## config.mk

```make
export PLATFORM = sky130hd
export DESIGN_NAME = fpu_cmd_scheduler
export DESIGN_NICKNAME = d
export VERILOG_FILES = /design/src/rtl/fpu_sched_pkg.sv /design/src/rtl/fpu_cmd_fifo.sv /design/src/rtl/fpu_cmd_scheduler.sv
export SDC_FILE = /design/constraint.sdc
export NUM_CORES = 1
export LEC_CHECK = 0
export CAP_MARGIN = 40
export CORE_ASPECT_RATIO = 0.8
export CORE_MARGIN = 5
export CORE_UTILIZATION = 57
export DETAILED_ROUTE_END_ITERATION = 8
export PLACE_DENSITY = 0.85
export SLEW_MARGIN = 25
export SYNTH_ARGS = -nofsm -noshare
export SYNTH_HDL_FRONTEND = slang
export SYNTH_SLANG_ARGS = --single-unit
```

## constraint.sdc

```tcl
create_clock -name clk -period 7.7 [get_ports clk]
set_input_delay 1.54 -clock clk [delete_from_list [all_inputs] [get_ports clk]]
set_output_delay 1.54 -clock clk [all_outputs]
set_load 0.02 [all_outputs]
```

## src/rtl/fpu_sched_pkg.sv

```systemverilog
// Shared definitions for the FPU command scheduler.
//   - unit indices (bit position of each unit in fpu_valid_in)
//   - packed command layout and the queue entry (command + requester id)
//   - response error encodings
//   - scheduler FSM states
package fpu_sched_pkg;

  localparam logic [3:0] UNIT_FCLASS = 4'd0;
  localparam logic [3:0] UNIT_SGNJ   = 4'd1;
  localparam logic [3:0] UNIT_CMP    = 4'd2;
  localparam logic [3:0] UNIT_MINMAX = 4'd3;
  localparam logic [3:0] UNIT_I2F    = 4'd4;
  localparam logic [3:0] UNIT_F2I    = 4'd5;
  localparam logic [3:0] UNIT_ADDSUB = 4'd6;
  localparam logic [3:0] UNIT_MUL    = 4'd7;
  localparam logic [3:0] UNIT_FMA    = 4'd8;
  localparam logic [3:0] UNIT_DIV    = 4'd9;
  localparam logic [3:0] UNIT_SQRT   = 4'd10;

  localparam logic [1:0] ERR_OK      = 2'b00;
  localparam logic [1:0] ERR_ILLEGAL = 2'b01;
  localparam logic [1:0] ERR_TIMEOUT = 2'b10;

  typedef struct packed {
    logic [3:0]  unit;
    logic [1:0]  op;
    logic [2:0]  frm;
    logic [31:0] a;
    logic [31:0] b;
    logic [31:0] c;
  } fpu_cmd_t;

  localparam int CMD_W = $bits(fpu_cmd_t);

  typedef struct packed {
    logic     src;
    fpu_cmd_t cmd;
  } q_entry_t;

  localparam int ENTRY_W = $bits(q_entry_t);

  typedef enum logic [1:0] {
    ST_IDLE,
    ST_ISSUE,
    ST_WAIT,
    ST_RESP
  } sched_state_t;

  // Divide and square root finish on a done pulse instead of in the issue cycle.
  function automatic logic is_multicycle(input logic [3:0] unit);
    return (unit == UNIT_DIV) || (unit == UNIT_SQRT);
  endfunction

endpackage

```

## src/rtl/fpu_cmd_fifo.sv

```systemverilog
// Synchronous FIFO holding scheduler commands.
//   clk, rst        : clock, synchronous active-high reset (flushes contents)
//   push, wdata     : write request and data (ignored when full unless popping)
//   pop, rdata      : read request; rdata shows the head entry (first-word fall-through)
//   full, empty     : occupancy flags
//   count           : number of stored entries (0..DEPTH)
module fpu_cmd_fifo #(
  parameter int WIDTH = 8,
  parameter int DEPTH = 4
) (
  input  logic                     clk,
  input  logic                     rst,
  input  logic                     push,
  input  logic [WIDTH-1:0]         wdata,
  input  logic                     pop,
  output logic [WIDTH-1:0]         rdata,
  output logic                     full,
  output logic                     empty,
  output logic [$clog2(DEPTH):0]   count
);

  localparam int AW = $clog2(DEPTH);
  localparam int CW = AW + 1;

  logic [WIDTH-1:0] mem [DEPTH];
  logic [AW-1:0]    wr_ptr_reg;
  logic [AW-1:0]    rd_ptr_reg;
  logic [CW-1:0]    count_reg;
  logic             do_push;
  logic             do_pop;

  assign full    = (count_reg == CW'(DEPTH));
  assign empty   = (count_reg == '0);
  assign do_pop  = pop & ~empty;
  // A pop frees the slot being written, so push+pop is fine even when full.
  assign do_push = push & (~full | do_pop);

  // Head is read asynchronously: the scheduler loads it into its command
  // register in the same cycle it pops.
  assign rdata = mem[rd_ptr_reg];
  assign count = count_reg;

  always_ff @(posedge clk) begin
    if (do_push) begin
      mem[wr_ptr_reg] <= wdata;
    end
  end

  // Pointers wrap naturally because DEPTH is a power of two.
  always_ff @(posedge clk) begin
    if (rst) begin
      wr_ptr_reg <= '0;
      rd_ptr_reg <= '0;
      count_reg  <= '0;
    end else begin
      if (do_push) wr_ptr_reg <= wr_ptr_reg + AW'(1);
      if (do_pop)  rd_ptr_reg <= rd_ptr_reg + AW'(1);
      if (do_push && !do_pop)      count_reg <= count_reg + CW'(1);
      else if (do_pop && !do_push) count_reg <= count_reg - CW'(1);
    end
  end

endmodule

```

## src/rtl/fpu_cmd_scheduler.sv

```systemverilog
// Command scheduler in front of the FPU datapath.
//   req_valid/req_ready/req_cmd : two requesters (0 wishbone, 1 logic analyzer),
//                                 round-robin arbitrated into a command queue
//   fpu_valid_in/op/frm/a/b/c   : one-hot unit enable and operands to the datapath
//   fpu_result/exc/illegal      : datapath result, captured in the issue cycle
//   fpu_div_done/fpu_sqrt_done  : completion pulses of the multi-cycle units
//   rsp_*                       : one-entry response buffer, valid/ready handshake
//   busy, q_count               : activity and queue occupancy status
module fpu_cmd_scheduler
  import fpu_sched_pkg::*;
#(
  parameter int DEPTH     = 4,
  parameter int TIMEOUT   = 64,
  parameter int NUM_UNITS = 11
) (
  input  logic                      clk,
  input  logic                      rst,
  input  logic [1:0]                req_valid,
  output logic [1:0]                req_ready,
  input  logic [1:0][CMD_W-1:0]     req_cmd,
  output logic [NUM_UNITS-1:0]      fpu_valid_in,
  output logic [1:0]                fpu_op,
  output logic [2:0]                fpu_frm,
  output logic [31:0]               fpu_a,
  output logic [31:0]               fpu_b,
  output logic [31:0]               fpu_c,
  input  logic [31:0]               fpu_result,
  input  logic [4:0]                fpu_exc,
  input  logic                      fpu_illegal,
  input  logic                      fpu_div_done,
  input  logic                      fpu_sqrt_done,
  output logic                      rsp_valid,
  input  logic                      rsp_ready,
  output logic [31:0]               rsp_data,
  output logic [4:0]                rsp_exc,
  output logic                      rsp_src,
  output logic [1:0]                rsp_err,
  output logic                      busy,
  output logic [$clog2(DEPTH):0]    q_count
);

  localparam int TW = (TIMEOUT > 2) ? $clog2(TIMEOUT) : 1;
  // The counter clears on ISSUE and the timeout fires on the WAIT cycle whose
  // edge would take it to TIMEOUT-1, so RESP lands exactly TIMEOUT cycles
  // after the ISSUE cycle.
  localparam logic [TW-1:0] TMO_LAST = TW'(TIMEOUT - 2);

  // ---------------- arbitration ----------------
  logic       prio_reg;      // requester that wins when both are valid
  logic [1:0] grant;
  logic       fifo_full;
  logic       fifo_empty;
  logic       fifo_push;
  logic       fifo_pop;
  logic       push_src;
  q_entry_t   push_entry;
  q_entry_t   head_entry;

  always_comb begin
    grant = 2'b00;
    if (req_valid == 2'b11) grant[prio_reg] = 1'b1;
    else                    grant = req_valid;
  end

  for (genvar gi = 0; gi < 2; gi++) begin : g_ready
    assign req_ready[gi] = grant[gi] & ~fifo_full & ~rst;
  end

  assign fifo_push  = |(req_valid & req_ready);
  assign push_src   = req_ready[1];
  assign push_entry = {push_src, req_cmd[push_src]};

  always_ff @(posedge clk) begin
    if (rst)            prio_reg <= 1'b0;
    else if (fifo_push) prio_reg <= ~push_src;
  end

  fpu_cmd_fifo #(
    .WIDTH (ENTRY_W),
    .DEPTH (DEPTH)
  ) u_fifo (
    .clk   (clk),
    .rst   (rst),
    .push  (fifo_push),
    .wdata (push_entry),
    .pop   (fifo_pop),
    .rdata (head_entry),
    .full  (fifo_full),
    .empty (fifo_empty),
    .count (q_count)
  );

  // ---------------- issue FSM ----------------
  sched_state_t state_reg, state_next;
  q_entry_t     cmd_reg, cmd_next;
  logic [TW-1:0] tmo_cnt_reg, tmo_cnt_next;
  logic [31:0]  rsp_data_reg, rsp_data_next;
  logic [4:0]   rsp_exc_reg, rsp_exc_next;
  logic [1:0]   rsp_err_reg, rsp_err_next;
  logic         done_match;

  assign done_match = ((cmd_reg.cmd.unit == UNIT_DIV)  & fpu_div_done) |
                      ((cmd_reg.cmd.unit == UNIT_SQRT) & fpu_sqrt_done);

  always_comb begin
    state_next    = state_reg;
    cmd_next      = cmd_reg;
    tmo_cnt_next  = tmo_cnt_reg;
    rsp_data_next = rsp_data_reg;
    rsp_exc_next  = rsp_exc_reg;
    rsp_err_next  = rsp_err_reg;
    fifo_pop      = 1'b0;
    unique case (state_reg)
      ST_IDLE: begin
        if (!fifo_empty && !rsp_valid) begin
          fifo_pop = 1'b1;
          cmd_next = head_entry;
          if (head_entry.cmd.unit > UNIT_SQRT) begin
            // No such unit: answer immediately without touching the datapath.
            rsp_data_next = '0;
            rsp_exc_next  = '0;
            rsp_err_next  = ERR_ILLEGAL;
            state_next    = ST_RESP;
          end else begin
            state_next = ST_ISSUE;
          end
        end
      end
      ST_ISSUE: begin
        if (is_multicycle(cmd_reg.cmd.unit)) begin
          tmo_cnt_next = '0;
          state_next   = ST_WAIT;
        end else begin
          rsp_exc_next = fpu_exc;
          if (fpu_illegal) begin
            rsp_data_next = '0;
            rsp_err_next  = ERR_ILLEGAL;
          end else begin
            rsp_data_next = fpu_result;
            rsp_err_next  = ERR_OK;
          end
          state_next = ST_RESP;
        end
      end
      ST_WAIT: begin
        // A done pulse wins over a timeout falling in the same cycle.
        if (done_match) begin
          rsp_data_next = fpu_result;
          rsp_exc_next  = fpu_exc;
          rsp_err_next  = ERR_OK;
          state_next    = ST_RESP;
        end else if (tmo_cnt_reg == TMO_LAST) begin
          rsp_data_next = '0;
          rsp_exc_next  = '0;
          rsp_err_next  = ERR_TIMEOUT;
          state_next    = ST_RESP;
        end else begin
          tmo_cnt_next = tmo_cnt_reg + TW'(1);
        end
      end
      ST_RESP: begin
        if (rsp_ready) state_next = ST_IDLE;
      end
      default: state_next = ST_IDLE;
    endcase
  end

  always_ff @(posedge clk) begin
    if (rst) begin
      state_reg    <= ST_IDLE;
      cmd_reg      <= '0;
      tmo_cnt_reg  <= '0;
      rsp_data_reg <= '0;
      rsp_exc_reg  <= '0;
      rsp_err_reg  <= '0;
    end else begin
      state_reg    <= state_next;
      cmd_reg      <= cmd_next;
      tmo_cnt_reg  <= tmo_cnt_next;
      rsp_data_reg <= rsp_data_next;
      rsp_exc_reg  <= rsp_exc_next;
      rsp_err_reg  <= rsp_err_next;
    end
  end

  // ---------------- outputs ----------------
  always_comb begin
    fpu_valid_in = '0;
    if (state_reg == ST_ISSUE && cmd_reg.cmd.unit <= UNIT_SQRT)
      fpu_valid_in = NUM_UNITS'(1) << cmd_reg.cmd.unit;
  end

  assign fpu_op    = cmd_reg.cmd.op;
  assign fpu_frm   = cmd_reg.cmd.frm;
  assign fpu_a     = cmd_reg.cmd.a;
  assign fpu_b     = cmd_reg.cmd.b;
  assign fpu_c     = cmd_reg.cmd.c;

  assign rsp_valid = (state_reg == ST_RESP);
  assign rsp_data  = rsp_data_reg;
  assign rsp_exc   = rsp_exc_reg;
  assign rsp_err   = rsp_err_reg;
  assign rsp_src   = cmd_reg.src;
  assign busy      = ~fifo_empty | (state_reg != ST_IDLE) | rsp_valid;

endmodule

```

== Word-level counts from Yosys, hierarchy flattened ==
Memories as Yosys holds them, arrays and structs flattened. A register that Yosys moved wholly into a read port is not among the register bits.
Cells that the tools add are included.

* Memories: 1
* Flip-flop bits (word level): 161
* Memory bits (writable): 424
* Output and inout bits: 159
* Latch bits: 0
* Bits in read-only memories: 0

* Reduce and logical (&&, ||, !) cells: 21
* $mul: 0
* Mux-type cells: 45
* Equal/unequal tests: 16
* Add/sub/neg operators: 5
* Bitwise operators: 17
* Div/mod/pow operators: 0
* Shift-type cells: 1
* $lt $le $gt $ge: 5

{| class="wikitable"
|+ Memories
! name !! words !! width !! rd ports !! clocked after Yosys merged registers in !! write ports !! line !! source
|-
| u_fifo.mem || 4 || 106 || 1 || 1 || 1 || fpu_cmd_fifo.sv:25 || <nowiki>logic [WIDTH-1:0] mem [DEPTH];</nowiki>
|}

{| class="wikitable"
|+ Operator list
! kind !! count
|-
| 105-bit two-way mux || 2
|-
| 32-bit two-way mux || 6
|-
| 32-bit case mux with 3 select lines || 1
|-
| 2-bit two-way mux || 13
|-
| 5-bit two-way mux || 5
|-
| 6-bit two-way mux || 3
|-
| 5-bit case mux with 3 select lines || 1
|-
| 2-bit inequality test (second input constant) || 6
|-
| 6-bit case mux with 2 select lines || 1
|-
| 11-bit two-way mux || 1
|-
| 1-bit by 4-bit left shift with 11-bit output (first input constant) || 1
|-
| 1-bit bitwise AND || 8
|-
| 4-bit equality test (second input constant) || 2
|-
| 2-bit case mux with 4 select lines || 1
|-
| 1-bit two-way mux || 7
|-
| 6-bit by 1-bit adder with 6-bit output (second input constant) || 1
|-
| 2-bit equality test (second input constant) || 3
|-
| 6-bit equality test (second input constant) || 1
|-
| 3-bit two-way mux || 2
|-
| 2-bit case mux with 3 select lines || 1
|-
| 2-bit nonzero test || 3
|-
| 1-bit logical AND || 5
|-
| 5-bit AND reduction || 1
|-
| 2-bit by 1-bit adder with 2-bit output (second input constant) || 2
|-
| 23 further kinds || 33
|}

== Longest topological paths before layout ==
* Word-level depth: 14
* Depth in mapped cells: 13
* Mapped depth without buffers: 11

== Modules after synthesis ==
Synthesis repeated with hierarchy kept, for this count alone.

* Cell total of the unflattened synthesis: 1,792
* Area total of the unflattened synthesis: 23,897.9 um^2

{| class="wikitable"
|+ Modules (own cells, without submodules)
! module !! cells each !! times used !! area each (um^2) !! seq. area each (um^2)
|-
| fpu_cmd_fifo || 602 || 1 || 15,761.4 || 12,912.4
|-
| fpu_cmd_scheduler || 1,190 || 1 || 8,136.6 || 3,083.0
|}

== Worst setup path before layout ==
No wires, ideal clock.

* Path type: input to register
* From: input port rst
* To: memory u_fifo.mem[0][0] in the netlist's numbering, enable pin
* Library setup time: 0.477 ns
* Data required time: 7.223 ns
* Cell stages on the path: 3
* Buffers on the path: 0
* Slack: 2.785 ns
* Data arrival time: 4.438 ns
* Cells stage by stage: a21oi_1 -> o21a_1 -> and2_1

* Word-level cells in the longest chain between the ends: 7

{| class="wikitable"
|+ RTL lines
! what !! line !! source
|-
| start, declared || fpu_cmd_scheduler.sv:17 || <nowiki>input logic rst,</nowiki>
|-
| 1-bit NOT (*) || fpu_cmd_scheduler.sv:66 || <nowiki>assign req_ready[gi] = grant[gi] & ~fifo_full & ~rst;</nowiki>
|-
| 1-bit bitwise AND || fpu_cmd_scheduler.sv:66 ||
|-
| 2-bit bitwise AND (*) || fpu_cmd_scheduler.sv:69 || <nowiki>assign fifo_push = |(req_valid & req_ready);</nowiki>
|-
| 2-bit OR reduction (*) || fpu_cmd_scheduler.sv:69 ||
|-
| 1-bit bitwise AND (*) || fpu_cmd_fifo.sv:36 || <nowiki>assign do_push = push & (~full | do_pop);</nowiki>
|-
| named net u_fifo.do_push || fpu_cmd_fifo.sv:29 || <nowiki>logic do_push;</nowiki>
|-
| 1-bit two-way mux (*) || fpu_cmd_fifo.sv:44 || <nowiki>if (do_push) begin</nowiki>
|-
| 1-bit two-way mux (implied by the code) (*) || fpu_cmd_fifo.sv:45 || <nowiki>mem[wr_ptr_reg] <= wdata;</nowiki>
|-
| end, declared || fpu_cmd_fifo.sv:25 ||
|}

The timed path passes the listed nets; every way through them passes the cells marked *.

== Final worst setup path ==
* From: input port rst
* To: output port req_ready[1]

* Word-level cells in the longest chain between the ends: 2

{| class="wikitable"
|+ RTL lines
! what !! line !! source
|-
| 1-bit NOT || fpu_cmd_scheduler.sv:66 ||
|-
| 1-bit bitwise AND || fpu_cmd_scheduler.sv:66 ||
|-
| end, declared || fpu_cmd_scheduler.sv:19 || <nowiki>output logic [1:0] req_ready,</nowiki>
|}

Every way passes these cells.

==> impl_metrics.toml <==
[global_routing]
antenna_found_initial = 5
grt-ovfl-total = 0
grt_pass1_wl_mm = 85.0
grt_util_all_layers_pct = 24.0
first_global_vias = 14700
grt_max_degree = 66

[clocking]
cts_setup_buffers = 0
clk_latency_ns = 0.59
cts_max_level = 2
clock_sinks = 587
holdBufCountCts = 0
numCtsBuffers = 54
cts_root_buffer = "clkbuf_16"
cts_tree = "yes"
clk_pin_slew_worst_paths_ns = 0.06
ctsResizeCount = 0
cts_buffer_depth = 3

[setup_path]
path_buf_inv = 2
cpLargestDelayFamily = "buffers and inverters"
cp_num_cells = 4
r2r-end = "u_fifo.count[2]$_SDFFE_PP0P_"
worstPathRequired_ns = 6.16
worstPathMaxFanout = 57
critical_path_class = "input port to output pin"
cpPeakStageDelay_ns = 0.76
path_cells = "buf_4 > a21oi_1 > and3_4 > clkdlybuf4s50_1"
arrival_ns = 3.76
ff2ff_path_depth = 11
slowest_stage = "and3_4"
regToRegSetupSlack_ns = 4.32
cp-end-kind = "output pin"
start_kind = "input port"
rr_startpoint = "state_reg[1]$_SDFFE_PP0P_"

[hold_path]
min_to = "fpu_b[2]$_SDFFE_PP0N_"
hold_path_class = "flip-flop to flip-flop"
holdCritStartpoint = "fpu_b[2]$_SDFFE_PP0N_"
worstHoldPathCells = 2

[layout]
largest_register = "u_fifo.mem"
syn_to_final_growth_pct = 24.4
post_layout_nonfiller_instances = 2451
largest_reg_flops = 424
fillCellCount = 2508
nNetsFinal = 2126
final_area_sq_um = 29400
drive_gt1_share_pct = 17.3

[logic_synthesis]
synth_cell_types = 48
yosysTopAreaCellShare_pct = 53.9
synth-edff-count = 424
async_flop_share_pct = 0
syn_inst = 1557
ys_seq_elements = 587
seq_area_frac_synth_pct = 67.7
yosysWarnings = 0
synthFlopType = "edfxtp_1"
synth_area_sq_um = 23600
synthTopCellsByArea = "edfxtp_1, dfxtp_1, mux4_2, mux2_2, nand2_1"
synth_top_area_cell = "edfxtp_1"
yosysMostFrequentCell = "edfxtp_1"
syn_area_per_cell_sq_um = 15.2
syn_nets = 1825
synth_common_cells = "edfxtp_1, nand2_1, dfxtp_1, a21oi_1, mux4_2"

[routing]
drc = 0
routed_wl_mm = 55.6
num_vias = 13900
drtIter0Drc = 1159
vias_per_cell = 5.68
drtAntennaViolNets = 0
dr.pass1.iters = 6
drt-wirelength-per-cell_um = 22.7

[place]
dp_hpwl_mm = 35.2
portBuffers = 413
gp_congestion = 0.865
dpl-instance-area_sq_um = 27600
dpl.cell_count = 2345

[die]
die_h_um = 192
rows = 66
die_w_um = 238
start_util_pct = 57.9
boundaryPins = 414
core-area_sq_um = 40800
die-area_sq_um = 45600

[sta]
finalCritPeriodShare_pct = 68.8
timing.fmax_mhz = 189
fin_skew_ns = 0.0235
hold_viol = 0
worst_pin_slew_ns = 0.828
tns_ns = 0
rsz0062_at_grt = "no"
slew_headroom_pct = 44.8
min_period_ns = 5.30
hold_ws_ns = 0.453
drv_slew = 0
setup_viol = 0

[power_and_ir_drop]
p_per_area_nw_per_um2 = 332
leakagePower_nw = 9.63
vdd_drop_max_uv = 212

[run]
maxCapViolCount = 0

[status]
outcome = "finished, final reports clean"
-- cells by family after synthesis --
family | synth area share, %
multiplexers | 16.8
AO/OA/AOI/OAI | 3.45
buffers and inverters | 5.15
adder cells (fa/ha/maj) | 0.720
flip-flops | 67.7
AND/OR/NAND/NOR | 6.00
XOR/XNOR | 0.222
-- area by class of cell --
| class | count | area [sq um] | share of cell area (%) |
|---|---|---|---|
| sequential | 587 | 16000 | 54.5 |
| multi-input combinational | 767 | 6440 | 21.9 |
| timing repair buffer | 434 | 4440 | 15.1 |
| clock buffer | 77 | 1500 | 5.10 |
| tap | 544 | 681 | 2.32 |
| clock inverter | 25 | 251 | 0.856 |
| inverter | 14 | 55.1 | 0.187 |
| antenna | 3 | 7.51 | 0.0256 |
-- power breakdown --
group / switching, W / internal (W)
Clock: 0.00113 / 0.00149
Sequential: 0.000247 / 0.00386
Combinational: 0.00165 / 0.00136
Total: 0.00303 / 0.00671
-- tightest hold or removal path, delay by kind of cell, from the launching register on --
| family | cells | cell delay [ns] |
|---|---|---|
| flops | 1 | 0.31 |
| simple gates | 1 | 0.05 |
| compound gates | 1 | 0.05 |
-- cells in the final DEF (no fill, tap or decap), drive strengths merged, types with 3 or more instances in the layout --
master / instances
o21a: 5
or3: 3
xnor2: 3
mux2i: 39
o31ai: 4
mux2: 105
a21oi: 119
o21ai: 8
mux4: 106
diode: 3
inv: 14
bufinv: 4
ha: 12
nand2b: 5
nor2: 19
clkinv: 19
xor2: 3
nand2: 292
or4: 4
clkdlybuf4s50: 412
a211oi: 3
dfxtp: 163
edfxtp: 424
nand3: 4
buf: 22
nor3: 5
and2: 5
clkbuf: 77
and3: 3
-- per-stage QoR --
step / power (W) / util, % / worst slack (ns)
global route: 0.0102 / 72.0 / 2.27
finish: 0.00975 / 72.0 / 2.40
CTS: 0.00982 / 72.0 / 2.33
detailed placement: 0.00718 / 67.7 / 2.35
global placement: 0.00706 / 67.2 / 2.44
floorplan: 0.00631 / - / 2.79
-- per-layer routing --
| layer | wire length (um) | track usage [%] | vias up |
|---|---|---|---|
| met5 | 50 | 0 | - |
| met1 | 21700 | 31.0 | 6998 |
| met4 | 1520 | 7.01 | 6 |
| met2 | 28100 | 41.6 | 575 |
| met3 | 4180 | 5.25 | 95 |
| li1 | - | - | 6259 |
-- worst max-delay path by stage --
stage,from,to
6_report,rst,req_ready[1]
5_1_grt,rst,req_ready[1]
4_1_cts,rst,req_ready[1]
3_5_place_dp,rst,req_ready[1]
3_3_place_gp,rst,req_ready[1]
2_1_floorplan,rst,u_fifo.mem[0][0]$_DFFE_PP_
(Power assumes the default switching activity.)
